$ cat config.mk
export PLATFORM = sky130hd
export DESIGN_NAME = rv32_m_ext
export DESIGN_NICKNAME = d
export VERILOG_FILES = /design/src/rtl/arvi_m_pkg.sv /design/src/rtl/rv32_m_ext_iter_core.sv /design/src/rtl/rv32_m_ext.sv
export SDC_FILE = /design/constraint.sdc
export NUM_CORES = 1
export LEC_CHECK = 0
export CAP_MARGIN = 15
export CORE_UTILIZATION = 25
export CTS_CLUSTER_SIZE = 12
export DETAILED_ROUTE_END_ITERATION = 10
export MAX_ROUTING_LAYER = met4
export PLACE_DENSITY = 0.44
export SLEW_MARGIN = 20
export SYNTH_ARGS = -nofsm -noshare
export SYNTH_HDL_FRONTEND = slang
export SYNTH_SLANG_ARGS = --single-unit
$ cat constraint.sdc
create_clock -name i_clk -period 5.8 [get_ports i_clk]
set_clock_uncertainty 0.1 [all_clocks]
set_input_delay 0.87 -clock i_clk [delete_from_list [all_inputs] [get_ports i_clk]]
set_output_delay 0.87 -clock i_clk [all_outputs]
set_load 0.03 [all_outputs]
$ cat src/rtl/arvi_m_pkg.sv
// -----------------------------------------------------------------------------
// arvi_m_pkg
// Shared types and constants for the external RV32M multiply/divide unit.
//   - XLEN      : operand/result width, taken from the `XLEN define (default 32)
//   - CNT_W     : iteration counter width (must hold 0..XLEN)
//   - m_op_e    : funct3 encodings of the M extension
//   - m_state_e : responder FSM states
// Optional feature macro used by the unit: ARVI_M_FAST_MUL_EN.
// -----------------------------------------------------------------------------
`ifndef XLEN
`define XLEN 32
`endif

package arvi_m_pkg;

  localparam int XLEN  = `XLEN;
  localparam int CNT_W = 6;

  typedef enum logic [2:0] {
    M_MUL    = 3'd0,
    M_MULH   = 3'd1,
    M_MULHSU = 3'd2,
    M_MULHU  = 3'd3,
    M_DIV    = 3'd4,
    M_DIVU   = 3'd5,
    M_REM    = 3'd6,
    M_REMU   = 3'd7
  } m_op_e;

  typedef enum logic [1:0] {
    IDLE = 2'd0,
    CALC = 2'd1,
    DONE = 2'd2
  } m_state_e;

  localparam logic [XLEN-1:0] M_DIV_ZERO_Q   = '1;
  localparam logic [XLEN-1:0] M_OVF_DIVIDEND = 32'h8000_0000;

  // Every divide/remainder encoding has funct3[2] set.
  function automatic logic op_is_div(input m_op_e op);
    return op[2];
  endfunction

endpackage

$ cat src/rtl/rv32_m_ext_iter_core.sv
// -----------------------------------------------------------------------------
// m_iter_core
// Unsigned iterative datapath shared by multiply and divide. One step per
// enabled clock edge.
//   clk, rst_n   : clock, asynchronous active-low reset
//   load_i       : capture operand magnitudes (a_i, b_i) for a new operation
//   step_i       : perform one radix-2 step
//   mode_div_i   : 0 = shift-add multiply, 1 = restoring shift-subtract divide
//   a_i, b_i     : unsigned magnitudes (multiplicand/dividend, multiplier/divisor)
//   acc_o        : 2*XLEN accumulator (product, or {remainder, quotient})
//   acc_next_o   : accumulator value after the step currently being taken
//   quot_o/rem_o : quotient / remainder views of the accumulator
// -----------------------------------------------------------------------------
module m_iter_core
  import arvi_m_pkg::*;
(
  input  logic              clk,
  input  logic              rst_n,
  input  logic              load_i,
  input  logic              step_i,
  input  logic              mode_div_i,
  input  logic [XLEN-1:0]   a_i,
  input  logic [XLEN-1:0]   b_i,
  output logic [2*XLEN-1:0] acc_o,
  output logic [2*XLEN-1:0] acc_next_o,
  output logic [XLEN-1:0]   quot_o,
  output logic [XLEN-1:0]   rem_o
);

  logic [2*XLEN-1:0] acc_q, acc_d;
  logic [XLEN-1:0]   opnd_q;
  logic [XLEN-1:0]   lo, hi;
  logic [XLEN:0]     sum, rs, diff;

  assign lo = acc_q[XLEN-1:0];
  assign hi = acc_q[2*XLEN-1:XLEN];

  // Multiply: the multiplier sits in the low half and is consumed LSB first
  // while the partial product shifts in from the top.
  assign sum = {1'b0, hi} + (lo[0] ? {1'b0, opnd_q} : '0);

  // Divide: {remainder, quotient} shift left together; the dividend drains
  // out of the low half into the remainder. Because the running remainder is
  // always below the divisor, diff[XLEN] is a clean borrow flag.
  assign rs   = {hi, lo[XLEN-1]};
  assign diff = rs - {1'b0, opnd_q};

  always_comb begin
    acc_d = acc_q;
    if (mode_div_i) begin
      if (!diff[XLEN]) acc_d = {diff[XLEN-1:0], lo[XLEN-2:0], 1'b1};
      else             acc_d = {rs[XLEN-1:0],   lo[XLEN-2:0], 1'b0};
    end else begin
      acc_d = {sum, lo[XLEN-1:1]};
    end
  end

  always_ff @(posedge clk or negedge rst_n) begin
    if (!rst_n) begin
      acc_q  <= '0;
      opnd_q <= '0;
    end else if (load_i) begin
      acc_q  <= {{XLEN{1'b0}}, (mode_div_i ? a_i : b_i)};
      opnd_q <= mode_div_i ? b_i : a_i;
    end else if (step_i) begin
      acc_q  <= acc_d;
    end
  end

  assign acc_o      = acc_q;
  assign acc_next_o = acc_d;
  assign quot_o     = acc_q[XLEN-1:0];
  assign rem_o      = acc_q[2*XLEN-1:XLEN];

endmodule

$ cat src/rtl/rv32_m_ext.sv
// -----------------------------------------------------------------------------
// rv32_m_ext
// External RV32M multiply/divide responder. Accepts a one-cycle start pulse,
// computes iteratively (32 steps) and returns the result with a one-cycle ack.
//   i_clk  : clock, rising edge
//   i_rst  : asynchronous active-low reset
//   i_en   : start pulse, only honoured in IDLE
//   i_rs1  : operand A (dividend / multiplicand)
//   i_rs2  : operand B (divisor / multiplier)
//   i_f3   : funct3 (MUL..REMU)
//   o_res  : result, updated on entry to DONE and held until the next one
//   o_ack  : completion strobe, one cycle
// Optional macro ARVI_M_FAST_MUL_EN: single-cycle 33x33 multiplier for all
// multiplies (ack one cycle after capture). Undefined: iterative multiply.
// -----------------------------------------------------------------------------
module rv32_m_ext
  import arvi_m_pkg::*;
(
  input  logic            i_clk,
  input  logic            i_rst,
  input  logic            i_en,
  input  logic [XLEN-1:0] i_rs1,
  input  logic [XLEN-1:0] i_rs2,
  input  logic [2:0]      i_f3,
  output logic [XLEN-1:0] o_res,
  output logic            o_ack
);

  m_state_e          state_q;
  logic [CNT_W-1:0]  cnt_q;
  m_op_e             op_q;
  logic              neg_q, sign_a_q, fast_q;
  logic [XLEN-1:0]   fast_res_q, res_q;

  m_op_e             op_in;
  logic              signed_a, signed_b, sa, sb, is_div, div_zero, ovf, fast_hit;
  logic [XLEN-1:0]   mag_a, mag_b, fast_res_c, res_sel;
  logic [XLEN-1:0]   quot_u, rem_u, quot_s, rem_s;
  logic [2*XLEN-1:0] acc, acc_next, prod_s;
  logic              core_load, core_step, core_mode;

  // ---------------- capture-side decode (used at the start edge) ----------
  assign op_in    = m_op_e'(i_f3);
  assign signed_a = op_in inside {M_MUL, M_MULH, M_MULHSU, M_DIV, M_REM};
  assign signed_b = op_in inside {M_MUL, M_MULH, M_DIV, M_REM};
  assign sa       = signed_a & i_rs1[XLEN-1];
  assign sb       = signed_b & i_rs2[XLEN-1];
  assign mag_a    = sa ? (~i_rs1 + 1'b1) : i_rs1;
  assign mag_b    = sb ? (~i_rs2 + 1'b1) : i_rs2;
  assign is_div   = op_is_div(op_in);
  assign div_zero = is_div && (i_rs2 == '0);
  assign ovf      = (op_in == M_DIV || op_in == M_REM) &&
                    (i_rs1 == M_OVF_DIVIDEND) && (i_rs2 == '1);

`ifdef ARVI_M_FAST_MUL_EN
  logic signed [XLEN:0]     fm_a, fm_b;
  logic signed [2*XLEN+1:0] fast_prod;
  assign fm_a      = {sa, i_rs1};
  assign fm_b      = {sb, i_rs2};
  assign fast_prod = fm_a * fm_b;
  assign fast_hit  = div_zero | ovf | !is_div;
`else
  assign fast_hit  = div_zero | ovf;
`endif

  // Result for operations that bypass the iterative datapath.
  always_comb begin
    fast_res_c = '0;
    if (div_zero) begin
      fast_res_c = (op_in == M_DIV || op_in == M_DIVU) ? M_DIV_ZERO_Q : i_rs1;
    end else if (ovf) begin
      fast_res_c = (op_in == M_DIV) ? M_OVF_DIVIDEND : '0;
`ifdef ARVI_M_FAST_MUL_EN
    end else if (!is_div) begin
      fast_res_c = (op_in == M_MUL) ? fast_prod[XLEN-1:0] : fast_prod[2*XLEN-1:XLEN];
`endif
    end
  end

  // ---------------- iterative datapath ------------------------------------
  assign core_load = (state_q == IDLE) && i_en;
  assign core_step = (state_q == CALC) && !fast_q;
  // Mode must be valid both on the load edge (from inputs) and while stepping.
  assign core_mode = (state_q == IDLE) ? is_div : op_q[2];

  m_iter_core u_core (
    .clk        (i_clk),
    .rst_n      (i_rst),
    .load_i     (core_load),
    .step_i     (core_step),
    .mode_div_i (core_mode),
    .a_i        (mag_a),
    .b_i        (mag_b),
    .acc_o      (acc),
    .acc_next_o (acc_next),
    .quot_o     (quot_u),
    .rem_o      (rem_u)
  );

  // The result is written on the final step edge, so it is formed from the
  // accumulator value that step produces rather than the registered one.
  assign prod_s = neg_q    ? (~acc_next + 1'b1) : acc_next;
  assign quot_s = neg_q    ? (~acc_next[XLEN-1:0] + 1'b1) : acc_next[XLEN-1:0];
  assign rem_s  = sign_a_q ? (~acc_next[2*XLEN-1:XLEN] + 1'b1) : acc_next[2*XLEN-1:XLEN];

  always_comb begin
    res_sel = '0;
    case (op_q)
      M_MUL:                       res_sel = prod_s[XLEN-1:0];
      M_MULH, M_MULHSU, M_MULHU:   res_sel = prod_s[2*XLEN-1:XLEN];
      M_DIV, M_DIVU:               res_sel = quot_s;
      default:                     res_sel = rem_s;
    endcase
  end

  // ---------------- control FSM --------------------------------------------
  always_ff @(posedge i_clk or negedge i_rst) begin
    if (!i_rst) begin
      state_q    <= IDLE;
      cnt_q      <= '0;
      op_q       <= M_MUL;
      neg_q      <= 1'b0;
      sign_a_q   <= 1'b0;
      fast_q     <= 1'b0;
      fast_res_q <= '0;
      res_q      <= '0;
    end else begin
      case (state_q)
        IDLE: begin
          if (i_en) begin
            op_q       <= op_in;
            neg_q      <= sa ^ sb;
            sign_a_q   <= sa;
            fast_q     <= fast_hit;
            fast_res_q <= fast_res_c;
            cnt_q      <= '0;
            state_q    <= CALC;
          end
        end
        CALC: begin
          if (fast_q) begin
            res_q   <= fast_res_q;
            state_q <= DONE;
          end else begin
            cnt_q <= cnt_q + 1'b1;
            if (cnt_q == CNT_W'(XLEN-1)) begin
              res_q   <= res_sel;
              state_q <= DONE;
            end
          end
        end
        DONE:    state_q <= IDLE;
        default: state_q <= IDLE;
      endcase
    end
  end

  assign o_res = res_q;
  assign o_ack = (state_q == DONE);

  // Debug views of the raw datapath are not consumed by the control logic.
  logic unused_core;
  assign unused_core = ^{acc, quot_u, rem_u};

endmodule

==> summary.txt <==
Yosys
  • Simple-gate portion of the synthesized area: 22.8%
  • Yosys warning count: 0
  • Portion of netlist area occupied by mux cells: 3.46%
  • Post-synthesis sequential element count: around 170
  • Leading register cell type out of synthesis: sky130_fd_sc_hd__dfrtp_1
  • Mapped Nets: 2484
  • Ys async rst share: between 90% and 100%
  • Cell taking the most area after synthesis: sky130_fd_sc_hd__dfrtp_1
  • Register area share after synthesis: 25.2%
  • Combined area of all synthesized cells: 17300 um2
  • Post-Synthesis Cells: 2342
  • Main combinational cell family by area after synthesis: compound AO/OA/AOI/OAI gates
  • Post-synthesis area per instance: 7.38 um2
  • Synth Area in Compound Gates: 30.1%
  • Share of the synthesized netlist area taken by xor and xnor gates: 8.57%
  • Adder and majority cell fraction of the synthesized area: between 5 and 6%
  • Leading cell types by total area after synthesis: sky130_fd_sc_hd__dfrtp_1, sky130_fd_sc_hd__o21ai_0, sky130_fd_sc_hd__nand2_1
  • Area share of the largest cell type after synthesis: 25.2%
  • Post-synth EDFFs: 0
  • Number of different library cells in the post-synthesis netlist: 90

Outcome
  • Run status: finished, final reports clean

Worst setup path
  • RR Endpoint: o_res[23]
  • Worst EP required: 6.07 ns
  • Worst setup path class: reg -> reg
  • Critical path's slowest cell: sky130_fd_sc_hd__or4b_1
  • Endpoint kind of the worst setup timing path: flip-flop
  • Count of buffering cells on the critical path with inverters included: 4
  • R2R depth: 19
  • Origin of the critical flop-to-flop path: u_core.acc_o[31]
  • Nature of the critical path startpoint: flip-flop
  • CP delay by family, top: simple AND/OR/NAND/NOR gates
  • Worst R2R Setup Slack: 0.22 ns
  • WP data arrival: 5.85 ns
  • Highest fanout seen on the critical path: 44
  • Critical path's largest stage delay: 0.60 ns
  • Critical Path, Cell by Cell: inv_1 > ha_1 > inv_1 > fa_1 > a211oi_2 > o211a_1 > or2_4 > a2111o_1 > o211ai_4 > buf_4 > mux2_4 > or4b_1 > buf_4 > nor3_2 > nand3_1 > o21ai_1 > xnor2_1 > a221oi_1 > nor3_1

Floorplan
  • Std-Cell Core Area: 68500 um2
  • Placement Rows: 96
  • Number of I/O pins: 103
  • Initial cell density of the core: 25.2%
  • Die Width: 265 um
  • Die area: 70200 um2
  • Height of the die: 265 um

Timing
  • Final setup violation count: 0
  • Share of the clock period used by the worst path after layout: 96.1%
  • Final Critical Period: 5.58 ns
  • Final Slew Violations: 0
  • Final hold slack: 0.329 ns
  • Highest clock rate: 179 MHz
  • Max transition margin: 30.4%
  • Transition time at the pin with the least slew margin: ~1.0 ns
  • Final-layout setup total negative slack: 0 ns
  • Setup repair after global routing missed its margin: no
  • Final Hold Violating Endpoints: 0

CTS
  • Number of CTS-inserted buffers: 17
  • CTS tree: yes
  • Post-CTS setup buffers: 0
  • Hold-fix buffer count after cts: 0
  • Count of cells resized by post-cts repair: 0
  • Clock transition at the registers of the reported paths: 0.08 ns
  • Worst-Skew Late Latency: 0.51 ns
  • Number of clock sinks: around 170
  • H-tree level count: 4
  • Worst-case clock buffer depth: 2
  • Cell at the root of the clock tree: sky130_fd_sc_hd__clkbuf_16

Global routing
  • First-pass GRT wire length: 123000 um
  • Grt ovf: 0
  • Vias in the first global route: 17700
  • Antenna violations before repair: 10
  • Pin count of the biggest net entering global routing: 96
  • Overall fraction of global-route tracks in use: between 20 and 25%

Place
  • HPWL after detailed placement: 67000 um
  • Count of buffers inserted at the top-level ports: 102
  • Final RePlAce weighted congestion: approximately 1

Layout
  • Final core utilization: 29.8%
  • Share of cells above drive strength 1: 8.01%
  • Most common cell after layout, fill and taps aside: sky130_fd_sc_hd__nand2_1
  • Layout net count: between 2000 and 3000
  • Area growth from synthesis to layout: 18.1%
  • Most used cells in the layout excluding fill and tap cells: sky130_fd_sc_hd__nand2_1, sky130_fd_sc_hd__o21ai_0, sky130_fd_sc_hd__a21oi_1, sky130_fd_sc_hd__dfrtp_1, sky130_fd_sc_hd__nor2_1

Pwr
  • Worst-case vdd ir drop: 0.285 mV
  • Total power: 13.4 mW
  • Leakage: 8.03 nW
  • Power density over the cells: 655 nW/um2

Route
  • TritonRoute pass-1 iters: 6
  • Total number of vias: 18800
  • Final antenna-violating net count: 0
  • Mean number of vias per cell: 5.63
  • Routed len/inst: 25.1 um
  • Iteration-0 DRC Markers: ~1800
  • Number of remaining DRC errors: 0
  • Wire length after detailed routing: 83700 um

Min path
  • Hold WC Path Type: in -> async

Job
  • Max Cap Violations: 0
-- cell usage after synthesis (all sizes together), types with 62 or more instances --
cell type / number
o21ai: 314
nand2: 312
a21oi: 187
dfrtp: 174
nor2: 172
clkbuf: 117
xnor2: 107
o211ai: 80
ha: 70
nor3: 67
inv: 63
xor2: 62
-- kinds of logic after synthesis --
group,count (synthesis)
AOI/OAI and AO/OA,834
and+or+nand+nor,831
buffers and inverters,204
DFF,174
xor gates and xnor gates,169
adders and majority gates,72
muxes,58
-- state kept, by name (all words and copies together) (netlist names) --
| name | count |
|---|---|
| fast_res_q | 32 |
| u_core.opnd_q | 32 |
| neg_q | 1 |
| sign_a_q | 1 |
| cnt_q | 6 |
| op_q | 3 |
| o_res | 32 |
| state_q | 2 |
| fast_q | 1 |
| u_core.acc_o | 64 |
-- cell type report --
class,count,area (um2)
antenna,1,2.50
multi-input combinational,1964,12200
sequential,174,4350
timing repair buffer,214,1900
clock inverter,15,168
clock buffer,17,425
fill,7471,48100
inverter,64,240
tap,882,1100
-- routing by layer --
layer	wire length [um]	part of all wire (%)	track usage [%]
met5	0	0	-
met4	3340	4.0	10.2
met3	4400	5.3	2.92
met2	38200	46	37.9
met1	37800	45	32.3
-- worst max-delay path by stage --
stage          depth (start not counted)             start         to
2_1_floorplan                         21           i_f3[2]  o_res[24]
3_3_place_gp                          16           i_f3[2]  o_res[23]
3_5_place_dp                          16           i_f3[2]  o_res[15]
4_1_cts                               22  u_core.acc_o[42]  o_res[24]
5_1_grt                               25  u_core.acc_o[31]  o_res[20]
6_report                              19  u_core.acc_o[31]  o_res[23]
-- power by group --
part           internal, mW  leakage (nW)  total [mW]  switching (mW)
combinational          3.63          5.52        10.2            6.54
clock                 0.577         0.285        1.22           0.646
sequential             1.56          2.23        1.95           0.395
-- metrics by stage --
stage          cell area (um2)  cells  setup slack [ns]
6_report                 20400   3331             0.224
5_1_grt                  20400   3330            0.0182
4_1_cts                  20400   3330             0.104
3_5_place_dp             19800   3298             0.128
3_3_place_gp             19800   3298            0.0899
2_1_floorplan            17300   2342             0.494
Note: power is estimated with default switching activity, not from simulation.
